<file path="src/rtl/ps2_pkg.sv">
// Shared constants and types for the PS/2 set-2 scan-code tracker.
package ps2_pkg;

  localparam logic [7:0] PREFIX_EXT  = 8'hE0;
  localparam logic [7:0] PREFIX_BRK  = 8'hF0;
  localparam logic [7:0] ERR_ZERO    = 8'h00;
  localparam logic [7:0] ERR_OVERRUN = 8'hFF;

  typedef enum logic [1:0] {
    ST_IDLE,
    ST_EXT,
    ST_BRK,
    ST_EXT_BRK
  } parse_state_e;

  typedef struct packed {
    logic       valid;
    logic       ext;
    logic [7:0] code;
  } held_entry_t;

endpackage

</file>
<file path="src/rtl/ps2_held_key_table.sv">
// Table of currently held keys: {ext, code} lookup, lowest-free allocation,
// clear on release and occupancy count.
module ps2_held_key_table
  import ps2_pkg::*;
#(
  parameter int unsigned KEY_SLOTS = 4,
  localparam int unsigned CW = $clog2(KEY_SLOTS + 1)
) (
  input  logic          clk,
  input  logic          rst_n,
  input  logic          key_ext,
  input  logic [7:0]    key_code,
  input  logic          make,
  input  logic          brk,
  output logic          hit,
  output logic          full,
  output logic [CW-1:0] count
);

  held_entry_t          slots [KEY_SLOTS];
  logic [KEY_SLOTS-1:0] match;
  logic [KEY_SLOTS-1:0] free;
  logic [KEY_SLOTS-1:0] alloc;

  always_comb begin
    match = '0;
    free  = '0;
    count = '0;
    for (int unsigned i = 0; i < KEY_SLOTS; i++) begin
      match[i] = slots[i].valid && (slots[i].ext == key_ext) && (slots[i].code == key_code);
      free[i]  = !slots[i].valid;
      count    = count + CW'(slots[i].valid);
    end
    hit   = |match;
    full  = ~|free;
    // Isolate the lowest set bit of the free mask.
    alloc = free & (~free + KEY_SLOTS'(1));
  end

  always_ff @(posedge clk or negedge rst_n) begin
    if (!rst_n) begin
      for (int unsigned i = 0; i < KEY_SLOTS; i++) slots[i] <= '0;
    end else begin
      for (int unsigned i = 0; i < KEY_SLOTS; i++) begin
        if (make && !hit && alloc[i]) slots[i] <= '{valid: 1'b1, ext: key_ext, code: key_code};
        if (brk && match[i]) slots[i].valid <= 1'b0;
      end
    end
  end

endmodule

</file>
<file path="src/rtl/ps2_scan_code_tracker.sv">
// PS/2 set-2 byte parser: folds E0/F0 prefixes into make/release events,
// tracks held keys, flags typematic repeats and keeps a hex make-code history.
module ps2_scan_code_tracker
  import ps2_pkg::*;
#(
  parameter int unsigned KEY_SLOTS      = 4,
  parameter int unsigned DIGITS         = 2,
  parameter int unsigned TIMEOUT_CYCLES = 50000
) (
  input  logic                           Clock,
  input  logic                           Reset_n,
  input  logic                           CodeValid,
  input  logic [7:0]                     KeyboardCode,
  output logic                           EventValid,
  output logic [7:0]                     EventCode,
  output logic                           EventExt,
  output logic                           EventRelease,
  output logic                           EventRepeat,
  output logic [$clog2(KEY_SLOTS+1)-1:0] HeldCount,
  output logic                           AnyHeld,
  output logic                           Overflow,
  output logic                           ProtoError,
  output logic [4*DIGITS-1:0]            HexDigits
);

  localparam int unsigned TW = $clog2(TIMEOUT_CYCLES + 1);

  parse_state_e        state_q, state_d;
  logic [TW-1:0]       timer_q;
  logic                timeout;
  logic                emit;
  logic                err_d;
  logic                ev_ext;
  logic                ev_rel;
  logic                hit;
  logic                full;
  logic                new_make;
  logic [4*DIGITS-1:0] hex_shift;

  ps2_held_key_table #(
    .KEY_SLOTS(KEY_SLOTS)
  ) u_table (
    .clk     (Clock),
    .rst_n   (Reset_n),
    .key_ext (ev_ext),
    .key_code(KeyboardCode),
    .make    (emit && !ev_rel),
    .brk     (emit && ev_rel),
    .hit     (hit),
    .full    (full),
    .count   (HeldCount)
  );

  assign AnyHeld = |HeldCount;

  always_comb begin
    state_d = state_q;
    err_d   = 1'b0;
    emit    = 1'b0;
    ev_ext  = (state_q == ST_EXT) || (state_q == ST_EXT_BRK);
    ev_rel  = (state_q == ST_BRK) || (state_q == ST_EXT_BRK);
    // A byte arriving in the expiry cycle takes precedence over the timeout.
    timeout = (state_q != ST_IDLE) && (timer_q == TW'(TIMEOUT_CYCLES - 1)) && !CodeValid;
    if (CodeValid) begin
      if (KeyboardCode == ERR_ZERO || KeyboardCode == ERR_OVERRUN) begin
        state_d = ST_IDLE;
        err_d   = 1'b1;
      end else if (KeyboardCode == PREFIX_EXT) begin
        unique case (state_q)
          ST_IDLE, ST_EXT: state_d = ST_EXT;
          ST_BRK:          begin state_d = ST_EXT;  err_d = 1'b1; end
          ST_EXT_BRK:      begin state_d = ST_IDLE; err_d = 1'b1; end
          default:         state_d = ST_IDLE;
        endcase
      end else if (KeyboardCode == PREFIX_BRK) begin
        unique case (state_q)
          ST_IDLE, ST_BRK: state_d = ST_BRK;
          ST_EXT:          state_d = ST_EXT_BRK;
          ST_EXT_BRK:      begin state_d = ST_IDLE; err_d = 1'b1; end
          default:         state_d = ST_IDLE;
        endcase
      end else begin
        emit    = 1'b1;
        state_d = ST_IDLE;
      end
    end else if (timeout) begin
      state_d = ST_IDLE;
      err_d   = 1'b1;
    end
    new_make  = emit && !ev_rel && !hit;
    hex_shift = HexDigits << 8;
    hex_shift[7:0] = KeyboardCode;
  end

  always_ff @(posedge Clock or negedge Reset_n) begin
    if (!Reset_n) begin
      state_q <= ST_IDLE;
      timer_q <= '0;
    end else begin
      state_q <= state_d;
      if (CodeValid || state_q == ST_IDLE || timeout) timer_q <= '0;
      else                                          timer_q <= timer_q + TW'(1);
    end
  end

  always_ff @(posedge Clock or negedge Reset_n) begin
    if (!Reset_n) begin
      EventValid   <= 1'b0;
      EventCode    <= '0;
      EventExt     <= 1'b0;
      EventRelease <= 1'b0;
      EventRepeat  <= 1'b0;
      ProtoError   <= 1'b0;
      Overflow     <= 1'b0;
      HexDigits    <= '0;
    end else begin
      EventValid <= emit;
      ProtoError <= err_d;
      if (emit) begin
        EventCode    <= KeyboardCode;
        EventExt     <= ev_ext;
        EventRelease <= ev_rel;
        EventRepeat  <= !ev_rel && hit;
      end
      if (new_make) HexDigits <= hex_shift;
      if (new_make && full)    Overflow <= 1'b1;
      else if (HeldCount == 0) Overflow <= 1'b0;
    end
  end

endmodule

</file>
<file path="config.mk">
export PLATFORM = sky130hd
export DESIGN_NAME = ps2_scan_code_tracker
export DESIGN_NICKNAME = d
export VERILOG_FILES = /design/src/rtl/ps2_pkg.sv /design/src/rtl/ps2_held_key_table.sv /design/src/rtl/ps2_scan_code_tracker.sv
export SDC_FILE = /design/constraint.sdc
export NUM_CORES = 1
export LEC_CHECK = 0
export BUFFER_PORTS_ARGS = -buffer_cell sky130_fd_sc_hd__clkbuf_2
export CORE_AREA = 3 3 92 94
export CTS_CLUSTER_DIAMETER = 50
export DETAILED_ROUTE_END_ITERATION = 8
export DIE_AREA = 0 0 95 97
export PLACE_DENSITY = 0.74
export SLEW_MARGIN = 20
export SYNTH_ARGS = -nofsm -noshare
export SYNTH_HDL_FRONTEND = slang
export SYNTH_SLANG_ARGS = --single-unit
</file>
<file path="constraint.sdc">
create_clock -name Clock -period 3.45 [get_ports Clock]
set_clock_uncertainty 0.1 [all_clocks]
set_input_delay 0.345 -clock Clock [delete_from_list [all_inputs] [get_ports Clock]]
set_output_delay 0.345 -clock Clock [all_outputs]
set_load 0.01 [all_outputs]
</file>
After elaboration in Yosys (flattened, before gate mapping)
Cells that the tools add are included.
- add/sub/neg operators: 5
- equal/unequal tests: 15
- multiplexer cells: 29
- bitwise operators: 2
- reductions and logical operators: 52
- operators with widths (cell ; count):
    10-bit 2-to-1 mux ; 4
    8-bit == test ; 4
    8-bit == test (second input constant) ; 3
    1-bit logical AND ; 23
    1-bit 2-to-1 mux ; 17
    16-bit by 1-bit adder with 16-bit output (second input constant) ; 1
    16-bit == test (second input constant) ; 1
    16-bit 2-to-1 mux ; 1
    2-bit nonzero test ; 7
    2-bit 2-to-1 mux ; 5
    1-bit logical NOT ; 8
    8-bit logical NOT ; 1
    4-bit OR reduction ; 2
    3-bit by 1-bit adder with 3-bit output ; 2
    2-bit one-hot mux with 3 select lines ; 1
    3-bit OR reduction ; 2
    1-bit logical OR ; 5
    4-bit by 1-bit adder with 4-bit output (second input constant) ; 1
    4-bit bitwise AND ; 1
    1-bit == test ; 4
    2-bit == test (second input constant) ; 2
    4-bit inverter ; 1
    2-bit one-hot mux with 2 select lines ; 1
    2-bit OR reduction ; 2
    other kinds (4) ; 4
- register bits after elaboration: 80
- output and inout bits: 26
- logic and storage cells: 125

Depth between registers and ports, before layout
Gate-level depths: netlist of run 1.
- depth in word-level cells: 11
- depth in mapped cells: 8
- gate-level depth less buffers: 7

Modules after synthesis
A second synthesis of run 1 with hierarchy kept.
- cells, all modules: 328
- area, all modules: 4065.1 µm²
- modules (own cells, without submodules) (module ; instances ; cells each ; area an instance (µm²) ; seq. area each (µm²)):
    ps2_held_key_table ; 1 ; 163 ; 2213.4 ; 1001.0
    ps2_scan_code_tracker ; 1 ; 165 ; 1851.8 ; 1001.0

Least setup slack after synthesis of run 1
Ideal clock, no wire load.
- path kind: register -> register
- start point: register state_q[0]
- end point: register u_table.slots[0] (netlist name)
- data arrival time: 2.170 ns
- required time: 3.225 ns
- slack: 1.056 ns
- stages on the path, launching flop included: 8
- period minus slack after synthesis: 2.394 ns
- cells stage by stage: dfrtp_1 buf_2 xnor2_1 nand4_1 nor4_1 or4_4 nor4_4 mux2_2
- word-level cells in the longest chain between the ends: 9
- elaborated cells on any way between the ends: 23
- classes of those cells: eq/ne (7); reduce/logical (16)
- ends and longest elaborated chain (item ; RTL line ; text):
    start, declared ; ps2_scan_code_tracker.sv:28 ; parse_state_e state_q, state_d;
    start signal, assigned ; ps2_scan_code_tracker.sv:100 ; state_q <= state_d;
    2-bit by 1-bit == test with 1-bit output or 2-bit == test (tied branches) ; ps2_scan_code_tracker.sv:60, ps2_scan_code_tracker.sv:61 ;
    1-bit logical OR ; ps2_scan_code_tracker.sv:60 ; ev_ext = (state_q == ST_EXT) || (state_q == ST_EXT_BRK);
    1-bit == test ; ps2_held_key_table.sv:30 ; match[i] = slots[i].valid && (slots[i].ext == key_ext) && (slots[i].code == key_code);
    1-bit logical AND (2 in a row) ; ps2_held_key_table.sv:30 ;
    4-bit OR reduction ; ps2_held_key_table.sv:34 ; hit = |match;
    1-bit logical NOT ; ps2_held_key_table.sv:45 ; if (make && !hit && alloc[i]) slots[i] <= '{valid: 1'b1, ext: key_ext, code: key_code};
    1-bit logical AND * (2 in a row) ; ps2_held_key_table.sv:45 ;
    end signal, assigned by index ; ps2_held_key_table.sv:45 ;
    end, declared ; ps2_held_key_table.sv:20 ; held_entry_t slots [KEY_SLOTS];
Mark *: on every way between the ends. The rest lies on a longest branch, timed or not.
A chain may end at the register's enable or synchronous reset.

Worst setup path after layout of run 1
- start point: register state_q[0]
- end point: register u_table.slots[2] (netlist name)
Same word-level chain as after synthesis.

==> results.py, run 1 <==
metrics = {
    "status": {
        "status": "finished, final reports clean",
    },
    "synthesis": {
        "ys_ff_latch": 80,
        "synth_nets": 350,
        "synth_area_mm2": 0.003820,
        "synth_ff_type": "dfrtp_1",
        "synth_area_per_cell_um2": 11.44,
        "synth_seq_area_share": 0.5241,
        "synth_edf_count": 0,
        "synth.distinct_cells": 37,
        "async_flop_share": 1.000,
        "ys_warn_count": 0,
        "synth_cells": 334,
    },
    "clock_tree": {
        "htreeDepth": 3,
        "cts.clk_slew.worst_paths_ps": 80,
        "clockRootBuffer": "clkbuf_8",
        "worst_skew_pair.late_latency_ps": 340,
        "cts_buffers": 9,
        "clockBufferDepth": 2,
        "cts.sinks": 80,
        "post_cts_resized": 0,
        "cts_tree": "yes",
    },
    "placed_design": {
        "port_buffers": 36,
        "hpwlAfterDp_mm": 4.997,
        "placed_cell_area_mm2": 0.004044,
        "pre_cts_ws_ps": 527.0,
        "dpl.cell_count": 456,
        "place.gp.congestion": 0.8265,
    },
    "drt": {
        "wl_per_cell_um": 15.72,
        "drt_pass1_iterations": 4,
        "vias_per_cell": 5.405,
        "first_iter_violations": 134,
        "via_count": 2562,
        "antenna_left": 0,
        "drc": 0,
        "wl_mm": 7.451,
    },
    "critical_path": {
        "cpMaxStageDelayCell": "dfrtp_1",
        "path_cells": "xnor2_1, nand4_1, nor4_1, or4_4, nor4_4, mux2_2",
        "worst_path_largest_cell_delay_ps": 730,
        "cp-start-kind": "register",
        "rrSetupSlack_ps": 540,
        "critPathRequiredTime_ps": 3570,
        "worstPathMaxFanout": 15,
        "timing.rr.start": "state_q[0]",
        "crit_type": "reg -> reg",
        "critPathLaunch": "state_q[0]",
        "worstPathArrival_ps": 3030,
        "worstSetupEndpointType": "register",
    },
    "timing": {
        "drv_slew": 0,
        "period_minus_slack_ps": 2905,
        "fin_ws_ps": 545.0,
        "period_share": 0.8420,
        "slew_headroom": 0.5344,
        "rsz0062_at_grt": "false",
        "hold_viol": 0,
        "fmax_mhz": 344.2,
        "finalSetupViolations": 0,
        "tightest_slew_ps": 693.2,
        "fin_setup_tns_ps": 0,
    },
    "final_layout": {
        "fill_cells": 674,
        "layout_commonest_cell": "dfrtp_1",
        "antenna_cells": 0,
        "nets": 383,
        "area_growth_pct": 12.15,
        "final_design_area_no_fill_mm2": 0.004284,
        "layoutNonFillerInstCount": 474,
        "drive_gt1_frac": 0.2715,
        "layout_common_cells": "dfrtp_1 (80), mux2_2 (43), xnor2_1 (39), clkbuf_2 (35), nand2_1 (33)",
    },
    "die": {
        "core_mm2": 0.007727,
        "die_y_um": 97,
        "ios": 37,
        "die_w_um": 95,
        "rows": 32,
        "initial_core_util": 0.4943,
        "fp.dieArea_mm2": 0.009215,
    },
    "global_routing": {
        "grtUsageTotal": 0.1750,
        "grt_pass1_wl_mm": 12.52,
        "grt_pass1_vias": 2514,
        "grt_max_degree": 81,
        "overflow": 0,
        "antenna_found_initial": 0,
    },
    "min_path": {
        "hold_class": "in -> reg",
        "holdCritStartpoint": "CodeValid",
    },
    "power": {
        "ir_drop_mv": 0.1815,
        "leakage_uw": 0.001870,
        "powerDensity_mw_per_mm2": 551.4,
    },
    "run": {
        "drv_cap": 0,
    },
}
## final timing paths
| check | depth (start not counted) | endpoint |
|---|---|---|
| setup / recovery | 6 | u_table.slots[2] |
| hold / removal | 3 | state_q[0] |
| setup reg to reg | 6 | u_table.slots[2] |
| hold reg to reg | 2 | EventCode[2] |
| max in group asynchronous | 3 | timer_q[2] |
| min in group asynchronous | 2 | u_table.slots[17] |
## power by group
| part | total (uW) | switching (uW) | internal [uW] |
|---|---|---|---|
| logic | 477 | 211 | 266 |
| clock network | 692 | 319 | 373 |
| registers | 1190 | 104 | 1090 |
| total | 2360 | 635 | 1730 |
## cell usage after synthesis (7+ instances only)
cell type	number	area share
nand2_1	33	0.032
inv_1	7	0.0069
nor2_1	27	0.027
nand4_1	14	0.023
buf_4	8	0.016
clkbuf_1	7	0.0069
dfrtp_1	80	0.52
xor2_1	11	0.025
mux2_2	43	0.13
nand3_1	10	0.013
xnor2_1	39	0.089
## state kept, by name, indices dropped and copies added (netlist names), 2 cells and up
register and flops:
HexDigits 8, u_table.slots 40, timer_q 16, state_q 2
EventCode 8
## through the flow
| stage | hold WS (ps) | total power [uW] | util |
|---|---|---|---|
| final | 282.1 | 2362 | 0.5544 |
| after CTS | 101.1 | 2381 | 0.5491 |
| after floorplan | -50.59 | 1543 | - |
| after detailed placement | 363.1 | 1689 | 0.5233 |
| after global routing | 293.8 | 2492 | 0.5544 |
| after global placement | 358.8 | 1664 | 0.5233 |
## critical path, delay by kind of cell, from the launching register on
| family | cells | cell delay [ps] |
|---|---|---|
| multiplexers | 1 | 410 |
| XOR/XNOR | 1 | 170 |
| flip-flops | 1 | 730 |
| AND/OR/NAND/NOR | 4 | 1380 |
## kinds of logic (layout without fill, tap and decap cells)
| group | Yosys count | count (layout) | synth area share |
|---|---|---|---|
| AOI/OAI and AO/OA | 19 | 19 | 0.03374 |
| xor gates and xnor gates | 50 | 50 | 0.1146 |
| and+or+nand+nor | 111 | 111 | 0.1461 |
| buffers and inverters | 25 | 63 | 0.03341 |
| adders and majority gates | 5 | 5 | 0.01834 |
| DFF | 80 | 80 | 0.5241 |
| muxes | 44 | 44 | 0.1297 |
## what timing repair did
action / CTS / global route
hold endpoints to repair: 0 / 27
setup buffers: 0 / 0
endpoints found under the setup margin: 0 / 0
hold buffers: 0 / 1
## layout make-up
cell class / count / area (um2) / share of cell area
sequential: 80 / 2002 / 0.4673
inverter: 7 / 26.28 / 0.006133
multi-input combinational: 229 / 1694 / 0.3954
timing repair buffer: 40 / 235.2 / 0.05491
tap: 102 / 127.6 / 0.02979
clock buffer: 13 / 158.9 / 0.03709
clock inverter: 3 / 40.04 / 0.009346
## per-layer routing
metal  up-vias  wire length (um)  track usage
met3         8               239      0.04121
met4         0                87      0.05549
met5         -                 0            0
met1      1290              3463       0.2387
li1       1219                 -            -
met2        45              3661       0.2749
Power figures use the tool's default switching activity.
==> run 2, diff against run 1 <==
--- a/config.mk
+++ b/config.mk
@@ -5,12 +5,13 @@
 export SDC_FILE = /design/constraint.sdc
 export NUM_CORES = 1
 export LEC_CHECK = 0
+export ABC_AREA = 1
 export BUFFER_PORTS_ARGS = -buffer_cell sky130_fd_sc_hd__clkbuf_2
-export CORE_AREA = 3 3 92 94
+export CORE_AREA = 3 3 100 102
 export CTS_CLUSTER_DIAMETER = 50
 export DETAILED_ROUTE_END_ITERATION = 8
-export DIE_AREA = 0 0 95 97
-export PLACE_DENSITY = 0.74
+export DIE_AREA = 0 0 103 105
+export PLACE_DENSITY = 0.76
 export SLEW_MARGIN = 20
 export SYNTH_ARGS = -nofsm -noshare
 export SYNTH_HDL_FRONTEND = slang
==> constraint.sdc (replaced) <==
create_clock -name Clock -period 2.5 [get_ports Clock]
set_clock_uncertainty 0.1 [all_clocks]
set_input_delay 0.25 -clock Clock [delete_from_list [all_inputs] [get_ports Clock]]
set_output_delay 0.25 -clock Clock [all_outputs]
set_load 0.01 [all_outputs]
==> results.py, run 2 <==
metrics = {
    "critical_path": {
        "path_depth": 8,
        "cpMaxStageDelayCell": "dfrtp_1",
        "cp_common_cell": "inv_1",
        "crit_type": "reg -> out",
        "worstPathMaxFanout": 4,
        "cp-start-kind": "register",
        "rr_worst_depth": 8,
        "rrSetupSlack_ps": 520,
        "worst_path_largest_cell_delay_ps": 370,
        "r2r_end": "timer_q[6]",
        "worst-path-buf-inv": 4,
        "path_cells": "inv_2, ha_1, inv_1, fa_2, ha_4, nor3_2, inv_1, clkbuf_2",
        "timing.rr.start": "timer_q[0]",
        "critPathRequiredTime_ps": 2150,
        "worstPathArrival_ps": 2050,
        "worstSetupEndpointType": "output port",
        "crit_end": "AnyHeld",
        "critPathLaunch": "u_table.slots[29]",
        "cpLargestDelayFamily": "adder cells",
    },
    "timing": {
        "tightest_slew_ps": 741.4,
        "fin_setup_tns_ps": 0,
        "drv_slew": 0,
        "period_minus_slack_ps": 2401,
        "holdWs_ps": 124.7,
        "fmax_mhz": 416.4,
        "finalSetupViolations": 0,
        "rsz0062_at_grt": "false",
        "hold_viol": 0,
        "slew_headroom": 0.5057,
        "period_share": 0.9606,
        "fin_ws_ps": 98.57,
    },
    "synthesis": {
        "synth_area_mm2": 0.004556,
        "synth_cells": 591,
        "yosysMostFrequentCell": "nand2_1",
        "ys_warn_count": 0,
        "synth_seq_area_share": 0.4394,
        "synth_top_area_share": 0.4394,
        "synth_area_per_cell_um2": 7.708,
        "ys_ff_latch": 80,
        "synth.distinct_cells": 35,
        "yosys.area.top_type": "dfrtp_1",
        "synthTopCellsByCount": "nand2_1 (203), dfrtp_1 (80), inv_1 (59), nor2_1 (59), nand4_1 (48)",
        "async_flop_share": 1.000,
        "synthTopCellsByArea": "dfrtp_1 (44%), nand2_1 (17%), nand4_1 (6.6%)",
        "synth_edf_count": 0,
        "synth_ff_type": "dfrtp_1",
        "synth_nets": 607,
    },
    "drt": {
        "drt_pass1_iterations": 5,
        "first_iter_violations": 314,
        "drc": 0,
        "wl_per_cell_um": 14.89,
        "vias_per_cell": 5.452,
        "wl_mm": 11.11,
        "via_count": 4067,
        "antenna_left": 0,
    },
    "final_layout": {
        "area_growth_pct": 10.90,
        "drive_gt1_frac": 0.1685,
        "largest_reg_flops": 40,
        "reg.largest.list": "u_table.slots: 40 flops, timer_q: 16 flops",
        "nets": 646,
        "antenna_cells": 0,
        "largest-register": "u_table.slots",
        "layout_common_cells": "nand2_1 (203), dfrtp_1 (80), nor2_1 (59), inv_1 (58), nand4_1 (48)",
        "layout_commonest_cell": "nand2_1",
    },
    "die": {
        "die_y_um": 105,
        "core_mm2": 0.009196,
        "initial_core_util": 0.4954,
        "ios": 37,
        "die_w_um": 103,
        "fp.dieArea_mm2": 0.01082,
        "rows": 35,
    },
    "clock_tree": {
        "cts_buffers": 9,
        "htreeDepth": 3,
        "clockBufferDepth": 2,
        "cts_tree": "yes",
        "cts.sinks": 80,
        "cts.clk_slew.worst_paths_ps": 90,
        "worst_skew_pair.late_latency_ps": 360,
        "clockRootBuffer": "clkbuf_8",
    },
    "global_routing": {
        "grtUsageTotal": 0.2156,
        "grt_pass1_wl_mm": 18.55,
        "grt_max_degree": 81,
        "overflow": 0,
        "antenna_found_initial": 0,
        "grt_pass1_vias": 3781,
    },
    "power": {
        "powerDensity_mw_per_mm2": 518.5,
        "leakage_uw": 0.002621,
        "ir_drop_mv": 0.2693,
        "power_uw": 2620,
    },
    "min_path": {
        "hold_class": "in -> reg",
        "hold_path_depth": 3,
    },
    "run": {
        "drv_cap": 0,
    },
    "placed_design": {
        "place.gp.congestion": 0.9187,
        "hpwlAfterDp_mm": 7.851,
        "port_buffers": 36,
        "pre_cts_ws_ps": 320.9,
    },
    "status": {
        "status": "finished, final reports clean",
    },
}
run 2: how the worst min path moves through the flow:
stage / start / endpoint
finish: CodeValid / state_q[0]
global route: KeyboardCode[7] / u_table.slots[37]
CTS: Reset_n / timer_q[6]
detailed placement: timer_q[0] / timer_q[0]
global placement: timer_q[0] / timer_q[0]
floorplan: Reset_n / EventCode[0]
run 2: worst min-delay path: stages:
cell and delay (ps):
clkbuf_2 140, nand3_1 90, o21ai_0 70
run 2: logic make-up after synthesis:
group / synth area share
adder cells (fa/ha/maj): 0.01538
XOR/XNOR: 0.02692
flip-flops: 0.4394
buffers and inverters: 0.09558
AND/OR/NAND/NOR: 0.3683
AO/OA/AOI/OAI: 0.05438
run 2: final cells by class:
| type | instances | area [um2] |
|---|---|---|
| Fill cell | 873 | 4144 |
| Multi-Input combinational cell | 423 | 2138 |
| Sequential cell | 80 | 2002 |
| Timing Repair Buffer | 50 | 306.5 |
| Inverter | 66 | 255.2 |
| Tap cell | 111 | 138.9 |
| Clock buffer | 10 | 137.6 |
| Clock inverter | 6 | 73.82 |
run 2: per-stage QoR:
stage                     cells  instance area (um2)  utilization
after floorplan             591                 4556            -
after global placement      728                 4800       0.5219
after detailed placement    728                 4800       0.5219
after CTS                   745                 5036       0.5476
after global routing        746                 5052       0.5494
final                       746                 5052       0.5494
run 2: report_power, final:
| group | switching, uW | internal, uW | leakage (uW) |
|---|---|---|---|
| sequential | 17.1 | 1320 | 0.00106 |
| combinational | 177 | 79.3 | 0.00146 |
| clock | 521 | 503 | 0.000101 |
| total | 715 | 1900 | 0.00262 |
run 2: routing by layer:
metal	global-route usage	vias up	routed length, um
met5	0	-	0
met1	0.2966	1909	4911
li1	-	1980	-
met2	0.3423	163	5302
met3	0.04206	15	734
met4	0.06383	0	159
run 2: repair_timing:
action / in CTS / in global routing
hold buffers: 0 / 1
hold endpoints to repair: 0 / 80
resized for setup: 3 / 1
endpoints found under the setup margin: 1 / 1
buffers inserted: 1 / 0
==> run 3, diff against run 2 <==
--- a/config.mk
+++ b/config.mk
@@ -6,12 +6,13 @@
 export NUM_CORES = 1
 export LEC_CHECK = 0
 export ABC_AREA = 1
-export BUFFER_PORTS_ARGS = -buffer_cell sky130_fd_sc_hd__clkbuf_2
-export CORE_AREA = 3 3 100 102
+export CORE_AREA = 3 3 106 108
 export CTS_CLUSTER_DIAMETER = 50
 export DETAILED_ROUTE_END_ITERATION = 8
-export DIE_AREA = 0 0 103 105
-export PLACE_DENSITY = 0.76
+export DIE_AREA = 0 0 109 111
+export DONT_BUFFER_PORTS = 1
+export GPL_TIMING_DRIVEN = 0
+export PLACE_DENSITY = 0.66
 export SLEW_MARGIN = 20
 export SYNTH_ARGS = -nofsm -noshare
 export SYNTH_HDL_FRONTEND = slang
==> results.py, run 3 (synthesis gave the netlist of run 2 again) <==
metrics = {
    "status": {
        "status": "finished, final reports clean",
    },
    "die": {
        "core_mm2": 0.01032,
        "ios": 37,
        "die_y_um": 111,
        "initial_core_util": 0.4413,
        "rows": 37,
        "die_w_um": 109,
        "fp.dieArea_mm2": 0.01210,
    },
    "critical_path": {
        "cp-start-kind": "register",
        "worstSetupEndpointType": "output port",
        "cpLargestDelayFamily": "adder cells",
        "path_cells": "inv_2, ha_1, inv_1, fa_2, ha_4, nor3_1, inv_1",
        "cp_common_cell": "inv_1",
        "crit_type": "reg -> out",
        "worst-path-buf-inv": 3,
        "worstPathMaxFanout": 4,
        "worstPathArrival_ps": 2060,
        "critPathRequiredTime_ps": 2150,
        "cpMaxStageDelayCell": "dfrtp_1",
        "worst_path_largest_cell_delay_ps": 380,
    },
    "timing": {
        "fin_setup_tns_ps": 0,
        "rsz0062_at_grt": "false",
        "period_share": 0.9635,
        "drv_slew": 0,
        "finalSetupViolations": 0,
        "fin_ws_ps": 91.30,
        "period_minus_slack_ps": 2409,
        "fmax_mhz": 415.2,
        "hold_viol": 0,
        "tightest_slew_ps": 762.6,
        "slew_headroom": 0.4897,
    },
    "placed_design": {
        "pre_cts_ws_ps": 285.2,
        "hpwlAfterDp_mm": 8.068,
        "place.gp.congestion": 0.9112,
        "port_buffers": 0,
    },
    "final_layout": {
        "antenna_cells": 0,
        "nets": 622,
        "fill_cells": 1008,
        "layout_commonest_cell": "nand2_1",
        "area_growth_pct": 9.942,
        "layout_common_cells": "nand2_1 (203), dfrtp_1 (80), nor2_1 (59), inv_1 (58), nand4_1 (48)",
        "drive_gt1_frac": 0.1277,
        "largest_reg_flops": 40,
        "reg.largest.list": "u_table.slots: 40 flops, timer_q: 16 flops",
        "largest-register": "u_table.slots",
    },
    "clock_tree": {
        "clockRootBuffer": "clkbuf_8",
        "clockBufferDepth": 2,
        "cts_buffers": 9,
        "cts_tree": "yes",
        "cts.sinks": 80,
        "cts.clk_slew.worst_paths_ps": 100,
        "worst_skew_pair.late_latency_ps": 360,
        "htreeDepth": 3,
    },
    "drt": {
        "via_count": 3973,
        "wl_mm": 11.93,
        "vias_per_cell": 5.319,
        "drt_pass1_iterations": 6,
        "antenna_left": 0,
        "drc": 0,
        "first_iter_violations": 446,
        "wl_per_cell_um": 15.97,
    },
    "global_routing": {
        "grt_max_degree": 81,
        "antenna_found_initial": 0,
        "grt_pass1_vias": 3796,
        "grt_pass1_wl_mm": 19.44,
        "grtUsageTotal": 0.2043,
        "overflow": 0,
    },
    "power": {
        "power_uw": 2630,
        "ir_drop_mv": 0.3508,
        "leakage_uw": 0.002516,
        "powerDensity_mw_per_mm2": 525.1,
    },
    "min_path": {
        "hold_class": "in -> reg",
    },
    "run": {
        "drv_cap": 0,
    },
}
==> run 3: cell types whose count changed in the layout (fill, tap and decap cells not counted), sizes merged <==
cell and change:
inv -1, clkbuf -32, dlygate4sd3 +1, buf +7, clkinvlp -1, clkinv +2
==> run 3: repair_timing <==
item | 4_1_cts | 5_1_grt
endpoints found under the hold margin | 83 | 0
endpoints found under the setup margin | 1 | 1
setup buffers | 0 | 1
resized for setup | 2 | 1
hold buffers | 3 | 0
==> run 3: area by class of cell <==
type / instances / area, um2 / share of cell area
Inverter: 66 / 255.2 / 0.05096
Clock inverter: 6 / 75.07 / 0.01499
Buffer: 22 / 180.2 / 0.03597
Clock buffer: 10 / 137.6 / 0.02748
Multi-Input combinational cell: 423 / 2133 / 0.4259
Tap cell: 136 / 170.2 / 0.03397
Sequential cell: 80 / 2002 / 0.3997
Timing Repair Buffer: 4 / 55.05 / 0.01099
==> run 3: per-layer routing <==
metal  GRT usage  up-vias  part of all wire
met5           0        -                 0
met4     0.07576        0             0.030
met3     0.03320       32             0.076
met2      0.3296      170              0.46
met1      0.2730     1847              0.43
li1            -     1924                 -
==> run 3: metrics by stage <==
stage / cells / cell area, um2 / utilization / hold WS (ps)
after floorplan: 591 / 4556 / - / -145.6
after global placement: 727 / 4726 / 0.4578 / -142.8
after detailed placement: 727 / 4726 / 0.4578 / -143.5
after CTS: 746 / 4999 / 0.4842 / 10.26
after global routing: 747 / 5009 / 0.4852 / 15.97
final: 747 / 5009 / 0.4852 / 15.93
==> run 3: final timing paths <==
path	startpoint	to	slack, ps	cells after the start
max reg2reg	u_table.slots[29]	u_table.slots[13]	260	7
min in group asynchronous	Reset_n	HexDigits[6]	390	2
min reg2reg	timer_q[0]	timer_q[0]	360	1
max in group asynchronous	Reset_n	timer_q[7]	1570	2
min	CodeValid	EventValid	20	2
max	u_table.slots[29]	AnyHeld	90	7
==> run 3: worst reg2reg max path, cell delays in order, from the launching register on <==
cell     delay, ps
dfrtp_1        380
buf_4          120
ha_1           250
inv_1           70
nor2_1         580
nand4_2        390
nand2_1        160
nand2_1         70
==> run 3: where the power goes <==
part / internal, uW / total (uW) / leakage, uW / switching [uW]
sequential: 1320 / 1360 / 0.00106 / 35.7
combinational: 74.4 / 236 / 0.00135 / 162
clock: 503 / 1040 / 0.000105 / 532
